$ cat config.mk
export PLATFORM = sky130hd
export DESIGN_NAME = pc_updater
export DESIGN_NICKNAME = d
export VERILOG_FILES = /design/src/rtl/pc_updater_pkg.sv /design/src/rtl/pc_updater_branch_cond_eval.sv /design/src/rtl/pc_updater.sv
export SDC_FILE = /design/constraint.sdc
export NUM_CORES = 1
export LEC_CHECK = 0
export BUFFER_PORTS_ARGS = -buffer_cell sky130_fd_sc_hd__buf_2
export CORE_ASPECT_RATIO = 1.25
export CORE_MARGIN = 5
export CORE_UTILIZATION = 50
export CTS_BUF_LIST = sky130_fd_sc_hd__clkbuf_8
export DETAILED_ROUTE_END_ITERATION = 16
export GPL_TIMING_DRIVEN = 0
export HOLD_SLACK_MARGIN = 0.03
export PLACE_DENSITY = 0.91
export SKIP_LAST_GASP = 1
export SYNTH_ARGS = -nofsm -noshare
export SYNTH_HDL_FRONTEND = slang
export SYNTH_SLANG_ARGS = --single-unit
export TNS_END_PERCENT = 10
$ cat constraint.sdc
create_clock -name clk -period 6.98 [get_ports clk]
set_input_delay 1.745 -clock clk [delete_from_list [all_inputs] [get_ports clk]]
set_output_delay 1.745 -clock clk [all_outputs]
set_load 0.005 [all_outputs]
$ cat src/rtl/pc_updater_pkg.sv
// Shared definitions for the program-counter update block.
// Holds the default PC width and the 3-bit branch condition codes.
package pc_updater_pkg;

    localparam int ADDR_W = 16;

    typedef enum logic [2:0] {
        NE = 3'b000,
        EQ = 3'b001,
        GT = 3'b010,
        LT = 3'b011,
        GE = 3'b100,
        LE = 3'b101,
        OV = 3'b110,
        UN = 3'b111
    } cond_e;

endpackage

$ cat src/rtl/pc_updater_branch_cond_eval.sv
// Purpose: decode a 3-bit condition code against the Z/N/V flags into a taken bit.
// Latency: purely combinational.
// Backpressure: none.
module branch_cond_eval
    import pc_updater_pkg::*;
(
    input  logic [2:0] cond,
    input  logic       Z,
    input  logic       N,
    input  logic       V,
    output logic       taken
);

    always_comb begin
        taken = 1'b0;
        case (cond)
            NE:      taken = ~Z;
            EQ:      taken = Z;
            GT:      taken = ~Z & ~N;
            LT:      taken = N;
            GE:      taken = Z | ~N;
            LE:      taken = Z | N;
            OV:      taken = V;
            // Constant so an unconditional jump never picks up X from the flags.
            UN:      taken = 1'b1;
            default: taken = 1'b0;
        endcase
    end

endmodule

$ cat src/rtl/pc_updater.sv
// Purpose: program counter register with halt, conditional branch and PC+2 sequencing.
// Latency: OutAddr is registered (one edge after inputs); PCSOut is OutAddr+2 combinationally.
// Backpressure: none; hlt freezes the PC in place, rst overrides everything.
module pc_updater #(
    parameter int ADDR_W = pc_updater_pkg::ADDR_W
) (
    input  logic              clk,
    input  logic              rst,
    input  logic              AddrSrc,
    input  logic [ADDR_W-1:0] InAddrImm,
    input  logic [ADDR_W-1:0] InAddrReg,
    input  logic              branch,
    input  logic [2:0]        cond,
    input  logic              Z,
    input  logic              N,
    input  logic              V,
    input  logic              hlt,
    output logic [ADDR_W-1:0] OutAddr,
    output logic [ADDR_W-1:0] PCSOut
);

    logic [ADDR_W-1:0] pc_q;
    logic [ADDR_W-1:0] pc_plus2;
    logic [ADDR_W-1:0] target;
    logic [ADDR_W-1:0] pc_next;
    logic              taken;

    branch_cond_eval u_cond (
        .cond  (cond),
        .Z     (Z),
        .N     (N),
        .V     (V),
        .taken (taken)
    );

    // Adders are sized to ADDR_W so carries drop out and addresses wrap.
    assign pc_plus2 = pc_q + ADDR_W'(2);
    assign target   = AddrSrc ? (pc_plus2 + InAddrImm) : InAddrReg;

    always_comb begin
        pc_next = pc_plus2;
        if (hlt)
            pc_next = pc_q;
        else if (branch && taken)
            pc_next = target;
    end

    always_ff @(posedge clk) begin
        if (rst)
            pc_q <= '0;
        else
            pc_q <= pc_next;
    end

    assign OutAddr = pc_q;
    assign PCSOut  = pc_q + ADDR_W'(2);

endmodule

==> impl_metrics.py, run 1 <==
metrics = {
    "outcome": {
        "status": "finished clean",
    },
    "global_routing": {
        "grt_use_total": 0.234,
        "grt_pass1_vias": 2335,
        "grt_pass1_wl_um": 10200,
        "grt.busiest_layer": "met2",
        "grt_overflow": 0,
        "grt_use_met1": 0.281,
        "grt_max_degree": 11,
        "antenna_found_initial": 0,
        "met2_usage": 0.396,
        "grtUsageMet3": 0.0311,
    },
    "synthesis": {
        "syn_area_per_cell_um2": 7.63,
        "synth_xor_area_frac": 0.109,
        "yosysMostFrequentCell": "nand2_1",
        "ys_seq_area_frac": 0.153,
        "synth.area.top_cells": "dfxtp_1 (15%), ha_1 (11%), xnor2_1 (6.7%)",
        "syn_inst": 274,
        "synth_adder_area_share": 0.123,
        "synth-compound-area-share": 0.277,
        "yosys_warnings": 0,
        "synth_simple_gate_area_frac": 0.245,
        "synth.cell_area_mm2": 0.00209,
        "ys_ff_latch": 16,
        "yosysTopAreaCellShare": 0.153,
        "ys_top_cells_by_count": "nand2_1 (24), a21oi_1 (23), ha_1 (19)",
        "syn-num-nets": 337,
        "yosys.cell_types.count": 62,
        "synthMuxAreaShare": 0.0437,
        "synth_top_family_by_area": "compound AO/OA/AOI/OAI gates",
        "post-synth-top-area-cell": "dfxtp_1",
        "synth-edff-count": 0,
        "async_reset_ff_frac": 0,
        "synthFlopType": "dfxtp_1",
    },
    "critical_path": {
        "r2r-end": "OutAddr[15]",
        "crit_buf_inv": 1,
        "cp_data_arrival_time_ns": 2.23,
        "cp_max_fo": 7,
        "rrSetupSlack_ns": 3.36,
        "setup.worst_path.end_class": "output pin",
        "path_class": "reg2out",
        "cp_slowest_stage_delay_ns": 0.45,
        "crit_required_ns": 5.24,
        "start_kind": "flip-flop",
        "crit_path_top_delay_cell": "dfxtp_1",
        "crit_chain": "ha_1 > nand4_2 > nor2_1 > and3_1 > xnor2_1 > buf_2",
        "reg2regPathDepth": 12,
        "r2r-start": "OutAddr[1]",
        "cp_top_family": "simple AND/OR/NAND/NOR gates",
    },
    "clock_network": {
        "clockBufferDepth": 2,
        "cts.reportedPaths.clkPinSlew_ns": 0.07,
        "cts_num_sinks": 16,
        "ctsHoldBuffers": 0,
        "cts_setup_buffers": 0,
        "ctsResizeCount": 0,
        "clock_latency_ns": 0.25,
        "cts-root-buf": "clkbuf_8",
        "cts_tree": "yes",
        "h-tree-depth": 1,
        "cts_made_buffers": 3,
    },
    "placed_design": {
        "hpwl_um": 5330,
        "gp_congestion": 0.924,
        "port_buffers": 72,
        "place_area_mm2": 0.00252,
        "placed_cells": 402,
    },
    "power": {
        "switching_share": 0.386,
        "p_int_mw": 0.224,
        "powerDensity_mw_per_mm2": 142,
        "clkPwrFrac": 0.229,
        "pwr-share-comb": 0.471,
        "p_sw_mw": 0.141,
        "irDropWorstVdd_mv": 0.0850,
        "power_mw": 0.365,
        "seqPwrFrac": 0.299,
        "p_leak_nw": 1.21,
    },
    "worst_hold_path": {
        "holdPathStages": 2,
        "holdPathEnd": "OutAddr[0]",
        "hp-class": "reg2reg",
        "min_from": "OutAddr[0]",
    },
    "floorplan": {
        "dieArea_mm2": 0.00558,
        "floorplan.initialDensity": 0.514,
        "coreArea_mm2": 0.00407,
        "die_h_um": 82.3,
        "num_rows": 26,
        "dieWidth_um": 67.8,
        "num_io_pins": 75,
    },
    "sta": {
        "max_freq_mhz": 252,
        "rsz0062_at_grt": "false",
        "min_period_ns": 3.97,
        "finClkSkew_ns": 0.00185,
        "hold_violations": 0,
        "final.setup.tns_ns": 0,
        "min_period_over_period": 0.569,
        "worst_pin_slew_ns": 0.556,
        "drv_slew": 0,
        "timing.max_slew.rel_slack": 0.626,
        "finalSetupViolCount": 0,
    },
    "cells_and_area": {
        "instances_no_fill": 406,
        "synthToLayoutAreaGrowth_pct": 23.2,
        "diodes": 0,
        "drive_gt1_frac": 0.260,
        "final_cell_area_mm2": 0.00258,
        "largest_reg_flops": 16,
        "fin_nets": 414,
        "fillers": 346,
    },
    "flow_run": {
        "maxCapViolations": 0,
    },
    "route": {
        "vias": 2497,
        "dr.first_iter.drc_count": 234,
        "dr.pass1.iters": 4,
        "drt_wl_total_um": 6550,
        "ant_nets": 0,
        "wl_per_cell_um": 16.1,
        "via_per_inst": 6.15,
        "drc_errors": 0,
    },
}
layer usage:
layer,part of all wire,vias to the layer above
met2,0.47,136
met4,0.065,0
met5,0,-
met1,0.38,1138
li1,-,1184
met3,0.087,39
through the flow:
stage          hold WS [ns]  setup slack [ns]   util
2_1_floorplan         0.511              3.20      -
3_3_place_gp          0.515              2.84  0.620
3_5_place_dp          0.537              2.84  0.620
4_1_cts               0.546              3.04  0.634
5_1_grt               0.575              2.83  0.634
6_report              0.552              3.01  0.634
area by class of cell:
cell class,instances,area (um2),area share
multi-input cells,235,1670,0.648
repair buffers,72,360,0.140
flip-flops and latches,16,320,0.124
well taps,56,70.1,0.0272
plain buffers,12,60.1,0.0233
clock buffers,4,55.1,0.0214
inverters,11,41.3,0.0160
worst min-delay path, delay by kind of cell (launching register included):
family	cells	cell delay [ns]
AOI/OAI and AO/OA	1	0.05
DFF	1	0.34
and+or+nand+nor	1	0.11
cells by family (layout without fill, tap and decap cells):
| logic type | count (synthesis) | in the layout |
|---|---|---|
| compound gates | 86 | 86 |
| xor+xnor | 26 | 26 |
| fa+ha+maj | 20 | 20 |
| buf+inv | 23 | 99 |
| flops | 16 | 16 |
| mux | 9 | 9 |
| simple gates | 94 | 94 |
power by group through the flow:
stage / sequential (mW) / combinational, mW / clock (mW)
after floorplan: 0.110 / 0.114 / 0
after global placement: 0.110 / 0.166 / 0
after detailed placement: 0.111 / 0.169 / 0
after CTS: 0.109 / 0.170 / 0.0840
after global routing: 0.110 / 0.190 / 0.0879
final: 0.109 / 0.172 / 0.0836
how the worst max path moves through the flow:
| stage | from | endpoint | slack, ns | depth (start not counted) |
|---|---|---|---|---|
| 2_1_floorplan | InAddrImm[0] | OutAddr[14] | 3.20 | 8 |
| 5_1_grt | InAddrImm[0] | OutAddr[8] | 2.83 | 9 |
| 3_5_place_dp | InAddrImm[0] | OutAddr[14] | 2.84 | 9 |
| 6_report | OutAddr[1] | PCSOut[11] | 3.01 | 6 |
| 3_3_place_gp | InAddrImm[0] | OutAddr[14] | 2.84 | 9 |
| 4_1_cts | OutAddr[1] | PCSOut[11] | 3.04 | 6 |
placed cells by master (no fill, tap or decap), drive strengths merged, types with 10 or more instances in the layout:
cell,instances
buf,77
nand2,24
a21oi,23
ha,19
nor2,17
dfxtp,16
xnor2,16
o21ai,15
inv,11
nand3,11
clkbuf,11
xor2,10
(Power assumes the default switching activity.)
==> inputs of run 2 (changes only) <==
--- a/config.mk
+++ b/config.mk
@@ -8,12 +8,12 @@
 export BUFFER_PORTS_ARGS = -buffer_cell sky130_fd_sc_hd__buf_2
 export CORE_ASPECT_RATIO = 1.25
 export CORE_MARGIN = 5
-export CORE_UTILIZATION = 50
+export CORE_UTILIZATION = 47
 export CTS_BUF_LIST = sky130_fd_sc_hd__clkbuf_8
 export DETAILED_ROUTE_END_ITERATION = 16
 export GPL_TIMING_DRIVEN = 0
 export HOLD_SLACK_MARGIN = 0.03
-export PLACE_DENSITY = 0.91
+export PLACE_DENSITY = 0.9
 export SKIP_LAST_GASP = 1
 export SYNTH_ARGS = -nofsm -noshare
 export SYNTH_HDL_FRONTEND = slang
==> constraint.sdc (replaced) <==
create_clock -name clk -period 3.2 [get_ports clk]
set_input_delay 0.8 -clock clk [delete_from_list [all_inputs] [get_ports clk]]
set_output_delay 0.8 -clock clk [all_outputs]
set_load 0.005 [all_outputs]
==> run 2 against run 1 <==
First-iteration DRC count down 23%; worst hold slack lost 0.016 ns; total power grew 130%; clock skew grew 0.0034 ns; via count increased by 4.8%; sequential power is 130% higher; design area grew 10%; clock power is 130% higher; global-route usage increased by 0.47 points; die area grew 5.5%; flip-flop and latch count unchanged; critical path type is now reg2reg; critical endpoint is now OutAddr[15].
==> impl_metrics.py, run 2 (synthesis gave the netlist of run 1 again) <==
metrics = {
    "flow_run": {
        "maxCapViolations": 0,
    },
    "placed_design": {
        "dp_slack_ns": -0.438,
        "port_buffers": 72,
        "hpwl_um": 5560,
        "place_area_mm2": 0.00252,
        "gp_congestion": 0.899,
    },
    "sta": {
        "min_period_over_period": 0.962,
        "drv_slew": 0,
        "finClkSkew_ns": 0.00526,
        "rsz0062_at_grt": "true",
        "timing.max_slew.rel_slack": 0.621,
        "layout_setup_ws_ns": 0.122,
        "worst_pin_slew_ns": 0.569,
        "finalSetupViolCount": 0,
        "hold_violations": 0,
        "max_freq_mhz": 325,
        "min_period_ns": 3.08,
    },
    "critical_path": {
        "startpoint": "OutAddr[1]",
        "r2r-end": "OutAddr[15]",
        "start_kind": "flip-flop",
        "path_class": "reg2reg",
        "cp_data_arrival_time_ns": 3.22,
        "rrSetupSlack_ns": 0.12,
        "cp_max_fo": 7,
        "r2r-start": "OutAddr[1]",
        "reg2regPathDepth": 12,
        "crit_required_ns": 3.34,
        "setup.worst_path.end_class": "flip-flop",
    },
    "global_routing": {
        "grt_max_degree": 11,
        "grt_pass1_vias": 2538,
        "grt_use_total": 0.239,
        "antenna_found_initial": 0,
        "grt_pass1_wl_um": 11700,
        "grt_overflow": 0,
    },
    "floorplan": {
        "num_io_pins": 75,
        "dieArea_mm2": 0.00589,
        "dieWidth_um": 69.7,
        "die_h_um": 84.6,
        "floorplan.initialDensity": 0.480,
        "coreArea_mm2": 0.00436,
        "num_rows": 27,
    },
    "route": {
        "dr.first_iter.drc_count": 180,
        "via_per_inst": 6.28,
        "drc_errors": 0,
        "drt_wl_total_um": 7640,
        "dr.pass1.iters": 5,
        "vias": 2618,
        "ant_nets": 0,
        "wl_per_cell_um": 18.3,
    },
    "outcome": {
        "status": "finished clean",
    },
    "cells_and_area": {
        "final_cell_area_mm2": 0.00284,
        "largest_reg_flops": 16,
        "fillers": 372,
        "final_util": 0.651,
        "fin_nets": 423,
        "drive_gt1_frac": 0.365,
        "synthToLayoutAreaGrowth_pct": 35.7,
        "mostFrequentLayoutCell": "buf_2",
        "diodes": 0,
        "layout_common_cells": "buf_2 (74), nand2_1 (24), a21oi_1 (19)",
    },
    "clock_network": {
        "clockBufferDepth": 2,
        "ctsHoldBuffers": 0,
        "cts_made_buffers": 3,
        "cts_tree": "yes",
        "clock_latency_ns": 0.26,
        "cts_num_sinks": 16,
        "h-tree-depth": 1,
        "cts.reportedPaths.clkPinSlew_ns": 0.07,
        "cts-root-buf": "clkbuf_8",
    },
    "worst_hold_path": {
        "holdPathEnd": "OutAddr[5]",
        "min_from": "OutAddr[5]",
        "hp-class": "reg2reg",
        "holdPathStages": 2,
    },
    "power": {
        "powerDensity_mw_per_mm2": 297,
        "irDropWorstVdd_mv": 0.237,
        "p_leak_nw": 1.32,
        "power_mw": 0.843,
    },
}
run 2: through the flow:
step                      instances  setup TNS (ns)  hold slack, ns
after floorplan                 274               0           0.511
after global placement          404          -0.584           0.520
after global routing            417       -0.000272           0.542
after CTS                       414               0           0.533
final                           417               0           0.537
after detailed placement        404           -1.02           0.538
run 2: metal layers:
layer  wire, um  vias up  global-route usage
met5          0        -                   0
met4        412        0               0.134
met3        628       42              0.0515
met2       3770      173               0.411
met1       2830     1197               0.272
li1           -     1206                   -
run 2: power breakdown:
| group | internal, mW | switching [mW] | total (mW) |
|---|---|---|---|
| clock | 0.110 | 0.0808 | 0.190 |
| sequential | 0.216 | 0.0309 | 0.246 |
| combinational | 0.178 | 0.227 | 0.406 |
| total | 0.503 | 0.339 | 0.843 |
run 2: repair_timing:
action / 4_1_cts / 5_1_grt
setup endpoints to repair: 4 / 5
pin swaps: 4 / 5
buffers inserted: 6 / 4
resized for setup: 20 / 24
run 2: worst max-delay path: stages, from the launching register on:
cell and delay (ns):
dfxtp_4 0.40, ha_4 0.19, nand4_4 0.19, nor2_4 0.15, and3_2 0.25, xnor2_2 0.11, ha_1 0.29, a21oi_4 0.24
o21bai_1 0.10, a221o_1 0.35, or3_1 0.36, a31oi_2 0.24, o41ai_1 0.08
run 2: worst max-delay path by stage:
stage / to
after global placement: OutAddr[15]
final: OutAddr[15]
after floorplan: OutAddr[15]
after global routing: OutAddr[15]
after detailed placement: OutAddr[15]
after CTS: OutAddr[15]
run 2: layout make-up:
| class | instances | area [um2] | area share |
|---|---|---|---|
| plain buffers | 11 | 56.3 | 0.0198 |
| flip-flops and latches | 16 | 339 | 0.119 |
| multi-input cells | 235 | 1840 | 0.648 |
| inverters | 11 | 41.3 | 0.0146 |
| repair buffers | 82 | 435 | 0.153 |
| clock buffers | 4 | 55.1 | 0.0194 |
| well taps | 58 | 72.6 | 0.0256 |
